$ cat config.mk
export PLATFORM = sky130hd
export DESIGN_NAME = output_channel
export DESIGN_NICKNAME = d
export VERILOG_FILES = /design/src/rtl/mpcache_pkg.sv /design/src/rtl/crc32_d32.sv /design/src/rtl/output_channel_skid.sv /design/src/rtl/output_channel.sv
export SDC_FILE = /design/constraint.sdc
export NUM_CORES = 1
export LEC_CHECK = 0
export ABC_AREA = 1
export BUFFER_PORTS_ARGS = -buffer_cell sky130_fd_sc_hd__buf_2
export CAP_MARGIN = 25
export CORE_UTILIZATION = 55
export DETAILED_ROUTE_END_ITERATION = 12
export PLACE_DENSITY = 0.87
export SLEW_MARGIN = 20
export SYNTH_ARGS = -nofsm -noshare
export SYNTH_HDL_FRONTEND = slang
export SYNTH_SLANG_ARGS = --single-unit
export TNS_END_PERCENT = 20
$ cat constraint.sdc
create_clock -name i_clk -period 3.02 [get_ports i_clk]
set_input_delay 0.151 -clock i_clk [delete_from_list [all_inputs] [get_ports i_clk]]
set_output_delay 0.151 -clock i_clk [all_outputs]
set_load 0.005 [all_outputs]
$ cat src/rtl/mpcache_pkg.sv
// ---------------------------------------------------------------------------
// mpcache_pkg
// Shared constants and types for the packet-cache read path.
//   DATA_WIDTH      SRAM word / stream data width
//   BLK_ADDR_WIDTH  block address width
//   BLK_WORDS_LOG2  log2 of words per block
//   LEN_WIDTH       packet length field width (words, CRC word excluded)
//   oc_state_e      output_channel FSM states
//   sram_addr_t     {block, word offset} SRAM word address
//   crc32_step      one 32-bit data step of CRC-32 (poly 04C11DB7, MSB first)
// ---------------------------------------------------------------------------
package mpcache_pkg;
   localparam int DATA_WIDTH     = 32;
   localparam int BLK_ADDR_WIDTH = 8;
   localparam int BLK_WORDS_LOG2 = 3;
   localparam int LEN_WIDTH      = 12;
   localparam int SRAM_AW        = BLK_ADDR_WIDTH + BLK_WORDS_LOG2;

   localparam logic [31:0] CRC32_POLY = 32'h04C1_1DB7;
   localparam logic [31:0] CRC32_INIT = 32'hFFFF_FFFF;

   typedef logic [SRAM_AW-1:0] sram_addr_t;

   typedef enum logic [2:0] {
      IDLE = 3'd0,
      READ = 3'd1,
      LINK = 3'd2,
      CRC  = 3'd3,
      DONE = 3'd4
   } oc_state_e;

   // Data bits are folded in MSB first; no reflection, no final XOR.
   function automatic logic [31:0] crc32_step(input logic [31:0] c_in,
                                              input logic [31:0] d);
      logic [31:0] c;
      logic        fb;
      c = c_in;
      for (int i = 31; i >= 0; i--) begin
         fb = c[31] ^ d[i];
         c  = {c[30:0], 1'b0} ^ (fb ? CRC32_POLY : 32'h0);
      end
      return c;
   endfunction
endpackage

$ cat src/rtl/crc32_d32.sv
// ---------------------------------------------------------------------------
// crc32_d32
// Running CRC-32 over 32-bit words.
//   i_clk, i_rst  clock, synchronous active-high reset
//   i_clr         restart at CRC32_INIT
//   i_en          fold i_data into the running value
//   o_crc         current CRC value
// ---------------------------------------------------------------------------
module crc32_d32
   import mpcache_pkg::*;
(
   input  logic        i_clk,
   input  logic        i_rst,
   input  logic        i_clr,
   input  logic        i_en,
   input  logic [31:0] i_data,
   output logic [31:0] o_crc
);
   logic [31:0] r_crc;

   always_ff @(posedge i_clk) begin
      if (i_rst || i_clr) r_crc <= CRC32_INIT;
      else if (i_en)      r_crc <= crc32_step(r_crc, i_data);
   end

   assign o_crc = r_crc;
endmodule

$ cat src/rtl/output_channel_skid.sv
// ---------------------------------------------------------------------------
// oc_skid_buf
// 2-entry valid/ready buffer. Pushes are never refused: the producer is
// credit-limited so a push never arrives while full without a pop.
//   i_clk, i_rst  clock, synchronous active-high reset
//   i_push/i_data write side
//   i_rdy         consumer ready (pop = o_vld && i_rdy)
//   o_vld/o_data  head entry, held stable until popped
//   o_cnt         occupancy 0..2
// ---------------------------------------------------------------------------
module oc_skid_buf #(
   parameter int W = 34
) (
   input  logic         i_clk,
   input  logic         i_rst,
   input  logic         i_push,
   input  logic [W-1:0] i_data,
   input  logic         i_rdy,
   output logic         o_vld,
   output logic [W-1:0] o_data,
   output logic [1:0]   o_cnt
);
   logic [W-1:0] r_q0, r_q1;
   logic [1:0]   r_cnt;
   logic         w_pop;

   assign w_pop = (r_cnt != 2'd0) && i_rdy;

   always_ff @(posedge i_clk) begin
      if (i_rst) begin
         r_q0  <= '0;
         r_q1  <= '0;
         r_cnt <= 2'd0;
      end else begin
         case ({i_push, w_pop})
            2'b10: begin
               if (r_cnt == 2'd0) r_q0 <= i_data;
               else               r_q1 <= i_data;
               r_cnt <= r_cnt + 2'd1;
            end
            2'b01: begin
               r_q0  <= r_q1;
               r_cnt <= r_cnt - 2'd1;
            end
            2'b11: begin
               if (r_cnt == 2'd1) r_q0 <= i_data;
               else begin
                  r_q0 <= r_q1;
                  r_q1 <= i_data;
               end
            end
            default: ;
         endcase
      end
   end

   assign o_vld  = (r_cnt != 2'd0);
   assign o_data = r_q0;
   assign o_cnt  = r_cnt;
endmodule

$ cat src/rtl/output_channel.sv
// ---------------------------------------------------------------------------
// output_channel
// Fetches a packet from shared SRAM by following the block link chain,
// streams the payload with backpressure, reads and checks the trailing CRC
// word and returns every drained block.
//   descriptor : i_desc_vld/i_desc_blk_addr/i_desc_len -> o_desc_rdy
//   link lookup: o_link_req/o_link_cur -> i_link_vld/i_link_addr
//   SRAM read  : o_sram_rd_en/o_sram_rd_addr -> i_sram_rd_data (1 cycle)
//   stream     : o_sop/o_rd_vld/o_rd_data/o_eop <- i_rd_rdy
//   status     : o_crc_err, o_blk_free_vld/o_blk_free_addr
// Build option: OUTPUT_CHANNEL_CRC_CHECK_EN enables CRC recomputation;
// without it o_crc_err is tied 0 but the CRC word is still read.
// ---------------------------------------------------------------------------
module output_channel
   import mpcache_pkg::*;
(
   input  logic                              i_clk,
   input  logic                              i_rst,
   input  logic                              i_desc_vld,
   input  logic [BLK_ADDR_WIDTH-1:0]         i_desc_blk_addr,
   input  logic [LEN_WIDTH-1:0]              i_desc_len,
   output logic                              o_desc_rdy,
   output logic                              o_link_req,
   output logic [BLK_ADDR_WIDTH-1:0]         o_link_cur,
   input  logic                              i_link_vld,
   input  logic [BLK_ADDR_WIDTH-1:0]         i_link_addr,
   output logic                              o_sram_rd_en,
   output logic [BLK_ADDR_WIDTH+BLK_WORDS_LOG2-1:0] o_sram_rd_addr,
   input  logic [DATA_WIDTH-1:0]             i_sram_rd_data,
   output logic                              o_sop,
   output logic                              o_rd_vld,
   output logic [DATA_WIDTH-1:0]             o_rd_data,
   output logic                              o_eop,
   input  logic                              i_rd_rdy,
   output logic                              o_crc_err,
   output logic                              o_blk_free_vld,
   output logic [BLK_ADDR_WIDTH-1:0]         o_blk_free_addr
);
   oc_state_e                   r_state;
   logic [BLK_ADDR_WIDTH-1:0]   r_blk;
   logic [BLK_WORDS_LOG2-1:0]   r_off;
   logic [LEN_WIDTH-1:0]        r_rem, r_len;
   logic                        r_rdy, r_link_req, r_free_vld, r_crc_err;
   logic [BLK_ADDR_WIDTH-1:0]   r_free_addr;
   // tags of the read whose data returns this cycle
   logic                        r_dvld, r_dcrc, r_dsop, r_deop;
   logic                        r_crc_got;

   logic                        w_accept, w_pop, w_credit, w_issue, w_push;
   logic                        w_drained, w_crc_bad;
   logic [2:0]                  w_fill;
   logic                        w_sk_vld;
   logic [1:0]                  w_sk_cnt;
   logic [DATA_WIDTH+1:0]       w_sk_data;

   assign w_accept = i_desc_vld && r_rdy;
   assign w_push   = r_dvld && !r_dcrc;
   assign w_pop    = w_sk_vld && i_rd_rdy;

   // Credit: buffered words plus the word returning this cycle, less the
   // word leaving this cycle, must leave room for one more. Counting the
   // pop keeps 1 word/cycle through a 2-entry buffer with SRAM latency 1.
   assign w_fill   = {1'b0, w_sk_cnt} + {2'b00, r_dvld};
   assign w_credit = (w_fill < 3'd2) || (w_pop && (w_fill == 3'd2));
   assign w_issue  = ((r_state == READ) || (r_state == CRC)) && w_credit;

   assign w_drained = !w_sk_vld && !r_dvld && r_crc_got;

`ifdef OUTPUT_CHANNEL_CRC_CHECK_EN
   logic [DATA_WIDTH-1:0] r_crc_word;
   logic [31:0]           w_crc_calc;

   crc32_d32 u_crc (
      .i_clk  (i_clk),
      .i_rst  (i_rst),
      .i_clr  (w_accept),
      .i_en   (w_push),
      .i_data (i_sram_rd_data),
      .o_crc  (w_crc_calc)
   );

   always_ff @(posedge i_clk) begin
      if (i_rst)                r_crc_word <= '0;
      else if (r_dvld && r_dcrc) r_crc_word <= i_sram_rd_data;
   end

   assign w_crc_bad = (w_crc_calc != r_crc_word);
`else
   assign w_crc_bad = 1'b0;
`endif

   oc_skid_buf #(.W(DATA_WIDTH + 2)) u_skid (
      .i_clk  (i_clk),
      .i_rst  (i_rst),
      .i_push (w_push),
      .i_data ({r_dsop, r_deop, i_sram_rd_data}),
      .i_rdy  (i_rd_rdy),
      .o_vld  (w_sk_vld),
      .o_data (w_sk_data),
      .o_cnt  (w_sk_cnt)
   );

   always_ff @(posedge i_clk) begin
      if (i_rst) begin
         r_state     <= IDLE;
         r_blk       <= '0;
         r_off       <= '0;
         r_rem       <= '0;
         r_len       <= '0;
         r_rdy       <= 1'b0;
         r_link_req  <= 1'b0;
         r_free_vld  <= 1'b0;
         r_free_addr <= '0;
         r_crc_err   <= 1'b0;
         r_dvld      <= 1'b0;
         r_dcrc      <= 1'b0;
         r_dsop      <= 1'b0;
         r_deop      <= 1'b0;
         r_crc_got   <= 1'b0;
      end else begin
         r_link_req <= 1'b0;
         r_free_vld <= 1'b0;
         r_crc_err  <= 1'b0;

         r_dvld <= w_issue;
         r_dcrc <= (r_state == CRC);
         r_dsop <= (r_state == READ) && (r_rem == r_len);
         r_deop <= (r_state == READ) && (r_rem == LEN_WIDTH'(1));
         if (r_dvld && r_dcrc) r_crc_got <= 1'b1;

         case (r_state)
            IDLE: begin
               if (w_accept) begin
                  r_rdy     <= 1'b0;
                  r_blk     <= i_desc_blk_addr;
                  r_off     <= '0;
                  r_rem     <= i_desc_len;
                  r_len     <= i_desc_len;
                  r_crc_got <= 1'b0;
                  r_state   <= (i_desc_len == '0) ? CRC : READ;
               end else begin
                  r_rdy <= 1'b1;
               end
            end
            READ: begin
               if (w_issue) begin
                  r_off <= r_off + 1'b1;
                  if (r_rem != '0) r_rem <= r_rem - 1'b1;
                  // Any read at the last offset still leaves at least the
                  // CRC word outstanding, so a wrap always needs the link.
                  if (&r_off) begin
                     r_state     <= LINK;
                     r_link_req  <= 1'b1;
                     r_free_vld  <= 1'b1;
                     r_free_addr <= r_blk;
                  end else if (r_rem == LEN_WIDTH'(1)) begin
                     r_state <= CRC;
                  end
               end
            end
            LINK: begin
               // The lookup cannot answer in the request cycle.
               if (i_link_vld && !r_link_req) begin
                  r_blk   <= i_link_addr;
                  r_off   <= '0;
                  r_state <= (r_rem == '0) ? CRC : READ;
               end
            end
            CRC: begin
               if (w_issue) begin
                  r_off   <= r_off + 1'b1;
                  r_state <= DONE;
               end
            end
            DONE: begin
               if (w_drained) begin
                  r_free_vld  <= 1'b1;
                  r_free_addr <= r_blk;
                  r_crc_err   <= w_crc_bad;
                  r_rdy       <= 1'b1;
                  r_state     <= IDLE;
               end
            end
            default: r_state <= IDLE;
         endcase
      end
   end

   assign o_desc_rdy      = r_rdy;
   assign o_link_req      = r_link_req;
   assign o_link_cur      = r_link_req ? r_free_addr : '0;
   assign o_blk_free_vld  = r_free_vld;
   assign o_blk_free_addr = r_free_vld ? r_free_addr : '0;
   assign o_crc_err       = r_crc_err;
   assign o_sram_rd_en    = w_issue;
   assign o_sram_rd_addr  = w_issue ? {r_blk, r_off} : '0;
   assign o_rd_vld        = w_sk_vld;
   assign o_sop           = w_sk_vld & w_sk_data[DATA_WIDTH+1];
   assign o_eop           = w_sk_vld & w_sk_data[DATA_WIDTH];
   assign o_rd_data       = w_sk_vld ? w_sk_data[DATA_WIDTH-1:0] : '0;
endmodule

# After elaboration in Yosys (flattened, before gate mapping)
# Cells that the tools add are included.
[totals]
ff_bits = 124
input_bits = 65
out_inout_bits = 67
word_cells = 138
[classes]
addsub = 5
magnitude_cmp = 1
eq_ne = 23
muxes = 46
n_bitwise = 3
n_reduce_logical = 43
[ops]
columns = ["op", "count"]
rows = [
  ["2-to-1 mux 34 bit", 4],
  ["one-hot mux 34 bit (3 select lines)", 1],
  ["one-hot mux 34 bit (2 select lines)", 1],
  ["2-to-1 mux 8 bit", 7],
  ["2-to-1 mux 12 bit", 3],
  ["2-to-1 mux 32 bit", 1],
  ["one-hot mux 8 bit (2 select lines)", 2],
  ["2-to-1 mux 3 bit", 10],
  ["logical NOT 12 bit", 2],
  ["one-hot mux 12 bit (2 select lines)", 1],
  ["one-hot mux 3 bit (5 select lines)", 1],
  ["inequality test 2 bit, second input constant", 7],
  ["nonzero test 2 bit", 7],
  ["equality test 12 x 1 -> 1 bit, second input constant", 1],
  ["equality test 12 bit", 1],
  ["AND reduction 4 bit", 3],
  ["nonzero test 12 bit", 1],
  ["subtractor 12 x 1 -> 12 bit, second input constant", 1],
  ["logical AND 1 bit", 11],
  ["2-to-1 mux 11 bit", 1],
  ["equality test 3 x 2 -> 1 bit, second input constant", 3],
  ["one-hot mux 3 bit (3 select lines)", 1],
  ["AND reduction 3 bit", 3],
  ["2-to-1 mux 1 bit", 8],
  ["other kinds (24)", 40],
]

# Depth between registers and ports, before layout
[depth]
word_depth = 7
ltp_mapped = 12
ltp_nobuf = 12

# By module
# Synthesis repeated with hierarchy kept, for this count alone.
[unflattened]
cells_unflattened = 1073
area_unflattened_um2 = 7078.0
[by_module_without_submodules]
columns = ["module", "n_inst", "cells_each", "area_per_inst_um2", "seq_area_each_um2"]
rows = [
  ["oc_skid_buf", 1, 517, 3624.7, 1401.3],
  ["output_channel", 1, 556, 3453.3, 1081.0],
]

# Worst setup path before layout
# OpenSTA, ideal clock, no wires.
[synth_timing]
path_type = "register to register"
from = "reg u_skid.r_cnt[0] (netlist: u_skid.o_cnt[0])"
to = "reg u_skid.r_q0[28] (netlist: u_skid.o_data[28])"
setup_time_ns = 0.058
arrival_ns = 2.346
required_time_ns = 2.962
setup_slack_ns = 0.616
path_stages_with_launch = 13
n_path_buf = 2
period_less_slack_ns = 2.404
path_cell_list = "dfxtp_1 -> inv_1 -> ha_1 -> nor2_4 -> clkbuf_1 -> ha_1 -> inv_1 -> o21bai_1 -> clkbuf_1 -> nand3_1 -> o21ai_0 -> o211ai_1 -> inv_1"
[synth_between]
elab_chain_len = 5
word_cells_on_any_way = 12
cone_classes = "eq/ne: 5; mux: 2; reduce/logical: 5"
[synth_lines]
columns = ["item", "line_no", "rtl"]
rows = [
  ["from (decl)", "output_channel_skid.sv:24", "logic [1:0] r_cnt;"],
  ["from (signal assigned)", "output_channel_skid.sv:39", "r_cnt <= r_cnt + 2'd1;"],
  ["from (signal assigned)", "output_channel_skid.sv:43", "r_cnt <= r_cnt - 2'd1;"],
  ["nonzero test 2 bit", "output_channel_skid.sv:27", "assign w_pop = (r_cnt != 2'd0) && i_rdy;"],
  ["logical AND 1 bit", "output_channel_skid.sv:27", ""],
  ["equality test 2 bit or equality test 2 x 1 -> 1 bit (tied branches)", "output_channel_skid.sv:35", "case ({i_push, w_pop})"],
  ["inequality test 2 x 1 -> 1 bit (no source line) or nonzero test 3 bit (tied branches)", "n/a", ""],
  ["AND reduction 2 bit (no source line)", "n/a", ""],
  ["to (signal assigned)", "output_channel_skid.sv:37", "if (r_cnt == 2'd0) r_q0 <= i_data;"],
  ["to (signal assigned)", "output_channel_skid.sv:42", "r_q0 <= r_q1;"],
  ["to (signal assigned)", "output_channel_skid.sv:46", "if (r_cnt == 2'd1) r_q0 <= i_data;"],
  ["to (decl)", "output_channel_skid.sv:23", "logic [W-1:0] r_q0, r_q1;"],
]
# Parallel ways exist; a longest one is shown, timed or not.
# A chain may end at the register's enable or synchronous reset.

# Final worst setup path
[layout_timing]
from = "reg u_skid.r_cnt[0] (netlist: u_skid.o_cnt[0])"
to = "out o_sram_rd_addr[5]"
[layout_between]
elab_chain_len = 6
word_cells_on_any_way = 9
cone_classes = "add/sub: 1; order compare: 1; eq/ne: 1; mux: 1; reduce/logical: 5"
[layout_lines]
columns = ["item", "line_no", "rtl"]
rows = [
  ["branches (longest 3 deep; another with adder 2 x 1 -> 3 bit)", "n/a", ""],
  ["logical OR 1 bit *", "output_channel.sv:64", "assign w_credit = (w_fill < 3'd2) || (w_pop && (w_fill == 3'd2));"],
  ["logical AND 1 bit *", "output_channel.sv:65", "assign w_issue = ((r_state == READ) || (r_state == CRC)) && w_credit;"],
  ["2-to-1 mux 11 bit *", "output_channel.sv:196", "assign o_sram_rd_addr = w_issue ? {r_blk, r_off} : '0;"],
  ["to (decl)", "output_channel.sv:28", "output logic [BLK_ADDR_WIDTH+BLK_WORDS_LOG2-1:0] o_sram_rd_addr,"],
]
# Every way passes the cells marked *.

==> impl_metrics.toml <==
[synth]
synth_cells = 971
ys_ff_latch = 124
syn_avg_cell_area_um2 = 6.625
netlist_area_um2 = 6432
synth_cell_type_count = 36
synth_fp_nets = 1049
seq_area_frac_synth = 0.3859
yosys_warnings = 0

[hold_path]
hold_depth = 3
worst_hold_startpoint = "i_sram_rd_data[30]"
holdCritPathClass = "in -> reg"
whs_endpoint = "u_skid.r_q1[30]$_SDFFE_PP0P_"

[setup_path]
reg2reg_setup_slack_ps = 310
r2r_end = "u_skid.r_q1[10]$_SDFFE_PP0P_"
end_kind = "output pin"
crit_fanout = 19
critPathKind = "reg -> out"
startpoint_type = "flip-flop"
cp.required_ps = 2870
path_common_cell = "nand2_1"
crit_chain = "inv_1, ha_1, nor2_4, nand4_1, nand2_1, nand2_1, nor2_1, buf_2"
critPathSlowestCell = "nor2_4"
crit_arrival_ps = 2600
reg2reg_from = "u_skid.o_cnt[0]$_SDFFE_PP0P_"
r2r_cells = 10
critPathMaxStageDelay_ps = 410

[timing]
rsz0062_at_grt = "no"
tightestPinTransition_ps = 652.2
worst_slack_ps = 268.7
finalClockSkew_ps = 14.42
fin_setup_tns_ps = 0
slew_headroom = 0.5652
fin_crit_ps = 2751
setup_viol = 0
period_share = 0.9110
slew_violations = 0
finalHoldViolCount = 2
hold_slack_ps = -3.151
fmax_mhz = 363.5

[cells_and_area]
area_growth_pct = 22.95
diodes = 0
drive_gt1_frac = 0.1773
regArea_um2 = 2482
fin_nets = 1176
fill_cells = 950
postLayoutCellArea_um2 = 7909
post-route-util = 0.6926
multi_input_area_um2 = 3004
stdcell_count = 1254

[routing]
post-route-drc-count = 0
dr.pass1.iters = 6
drt-wirelength-per-cell_um = 12.57
routed_wl_um = 15760
postRouteAntennaNets = 0
drtIter0Drc = 419
vias = 6437
via_per_inst = 5.133

[grt]
grt_max_degree = 75
grtUsageMet3 = 0.06173
grt_pass1_vias = 5645
grt_pass1_wl_um = 25560
top_usage_layer = "met2"
met2_usage = 0.4580
gr-usage-all-layers = 0.2679
grt_use_met1 = 0.3291
grt_overflow = 0
antenna_found_initial = 0

[placed_design]
hpwl_um = 10030
port-buffer-count = 130
postPlaceCellArea_um2 = 7106
dp_slack_ps = 376.9
gp_congestion = 0.8971
dp_cells = 1201

[clock_network]
htree_levels = 4
clock_latency_ps = 420
cts_tree = "yes"
cts_root_buf = "clkbuf_16"
clk_pin_slew_ps = 60
cts.sinks = 124
cts_buffers = 17
clockBufferDepth = 2

[run]
maxCapViolCount = 0

[floorplanning]
fp-row-count = 39
io_pins = 132
chipWidth_um = 110.1
core_um2 = 11420
die_area_um2 = 12130
die_height_um = 110.1
start_util = 0.5633

[status]
violations = "negative hold slack"
status = "finished, violations left"

[pwr]
peakVddDrop_mv = 0.5525
leakagePower_nw = 4.173
power_density_nw_per_um2 = 853.8
power_mw = 6.753
[Yosys cell counts, drive strengths merged]
library cell,number,area share
a21oi,63,0.051
a221oi,2,0.0027
a31oi,8,0.0078
and2,1,0.00097
buf,21,0.020
clkbuf,32,0.019
clkinv,1,0.00058
conb,1,0.00058
dfxtp,124,0.39
ha,13,0.025
inv,186,0.11
nand2,177,0.11
nand3,63,0.049
nand4,4,0.0039
nor2,113,0.071
nor3,5,0.0047
nor4,2,0.0019
o211ai,34,0.040
o21ai,108,0.085
o21bai,1,0.0012
o22ai,3,0.0029
xnor2,2,0.0027
xor2,7,0.0095
[layer usage]
layer | routed length, um | vias up
li1 | - | 3310
met3 | 999 | 31
met1 | 6953 | 2847
met2 | 7516 | 249
met5 | 0 | -
met4 | 291 | 0
[timing repair]
item | 4_1_cts | 5_1_grt
buffers inserted | 0 | 0
endpoints found under the hold margin | 20 | 0
gates resized for setup | 0 | 0
hold buffers | 21 | 0
[cell type report]
cell class / instances / share of cell area
Inverter: 187 / 0.08875
Tap cell: 143 / 0.02262
Sequential cell: 124 / 0.3139
Timing Repair Buffer: 161 / 0.1199
Multi-Input combinational cell: 607 / 0.3798
Clock inverter: 13 / 0.01772
Clock buffer: 19 / 0.05727
[logic make-up after synthesis]
family / share of synthesized area
and+or+nand+nor: 0.2375
AOI/OAI and AO/OA: 0.1908
DFF: 0.3859
other: 0.0005830
xor gates and xnor gates: 0.01226
adders and majority gates: 0.02529
buffers and inverters: 0.1476
[critical path: cells and delay by family, from the launching register on]
| kind | cells | cell delay [ps] |
|---|---|---|
| DFF | 1 | 400 |
| adders and majority gates | 1 | 240 |
| buffers and inverters | 2 | 200 |
| and+or+nand+nor | 5 | 1350 |
[where the power goes]
part | internal (mW) | total (mW) | leakage, nW | switching, mW
combinational | 0.847 | 2.49 | 2.88 | 1.64
clock | 1.26 | 2.02 | 0.282 | 0.762
sequential | 2.03 | 2.24 | 1.01 | 0.215
total | 4.13 | 6.75 | 4.17 | 2.62
[sequential cells by signal, summed over array words and instances (netlist names)]
register and count:
r_deop 1, r_dsop 1, r_crc_got 1, r_off 3
o_blk_free_vld 1, r_dcrc 1, r_len 12, o_link_req 1
u_skid.r_q1 34, r_state 3, r_free_addr 8, r_dvld 1
o_desc_rdy 1, u_skid.o_data 34, r_rem 12, u_skid.o_cnt 2
r_blk 8
[how the worst max path moves through the flow]
stage                     slack, ps                        endpoint                    startpoint  cells past startpoint
after CTS                       260               o_sram_rd_addr[2]  u_skid.o_cnt[0]$_SDFFE_PP0P_                      8
after floorplan                 620  u_skid.o_data[28]$_SDFFE_PP0P_  u_skid.o_cnt[0]$_SDFFE_PP0P_                     12
after global placement          510     u_skid.r_q1[5]$_SDFFE_PP0P_  u_skid.o_cnt[0]$_SDFFE_PP0P_                     10
final                           270               o_sram_rd_addr[5]  u_skid.o_cnt[0]$_SDFFE_PP0P_                      8
after global routing              9               o_sram_rd_addr[0]  u_skid.o_cnt[0]$_SDFFE_PP0P_                      8
after detailed placement        380    u_skid.r_q1[21]$_SDFFE_PP0P_  u_skid.o_cnt[0]$_SDFFE_PP0P_                     10
[cells in the final DEF (no fill, tap or decap), drive strengths merged, types with 8 or more instances in the layout]
| cell | netlist | routed |
|---|---|---|
| ha | 13 | 13 |
| dlygate4sd3 | 0 | 21 |
| clkbuf | 32 | 19 |
| o21ai | 108 | 108 |
| nand3 | 63 | 63 |
| nor2 | 113 | 113 |
| dfxtp | 124 | 124 |
| nand2 | 177 | 177 |
| inv | 186 | 188 |
| buf | 21 | 140 |
| a21oi | 63 | 63 |
| o211ai | 34 | 34 |
| a31oi | 8 | 8 |
Power figures use the tool's default switching activity.
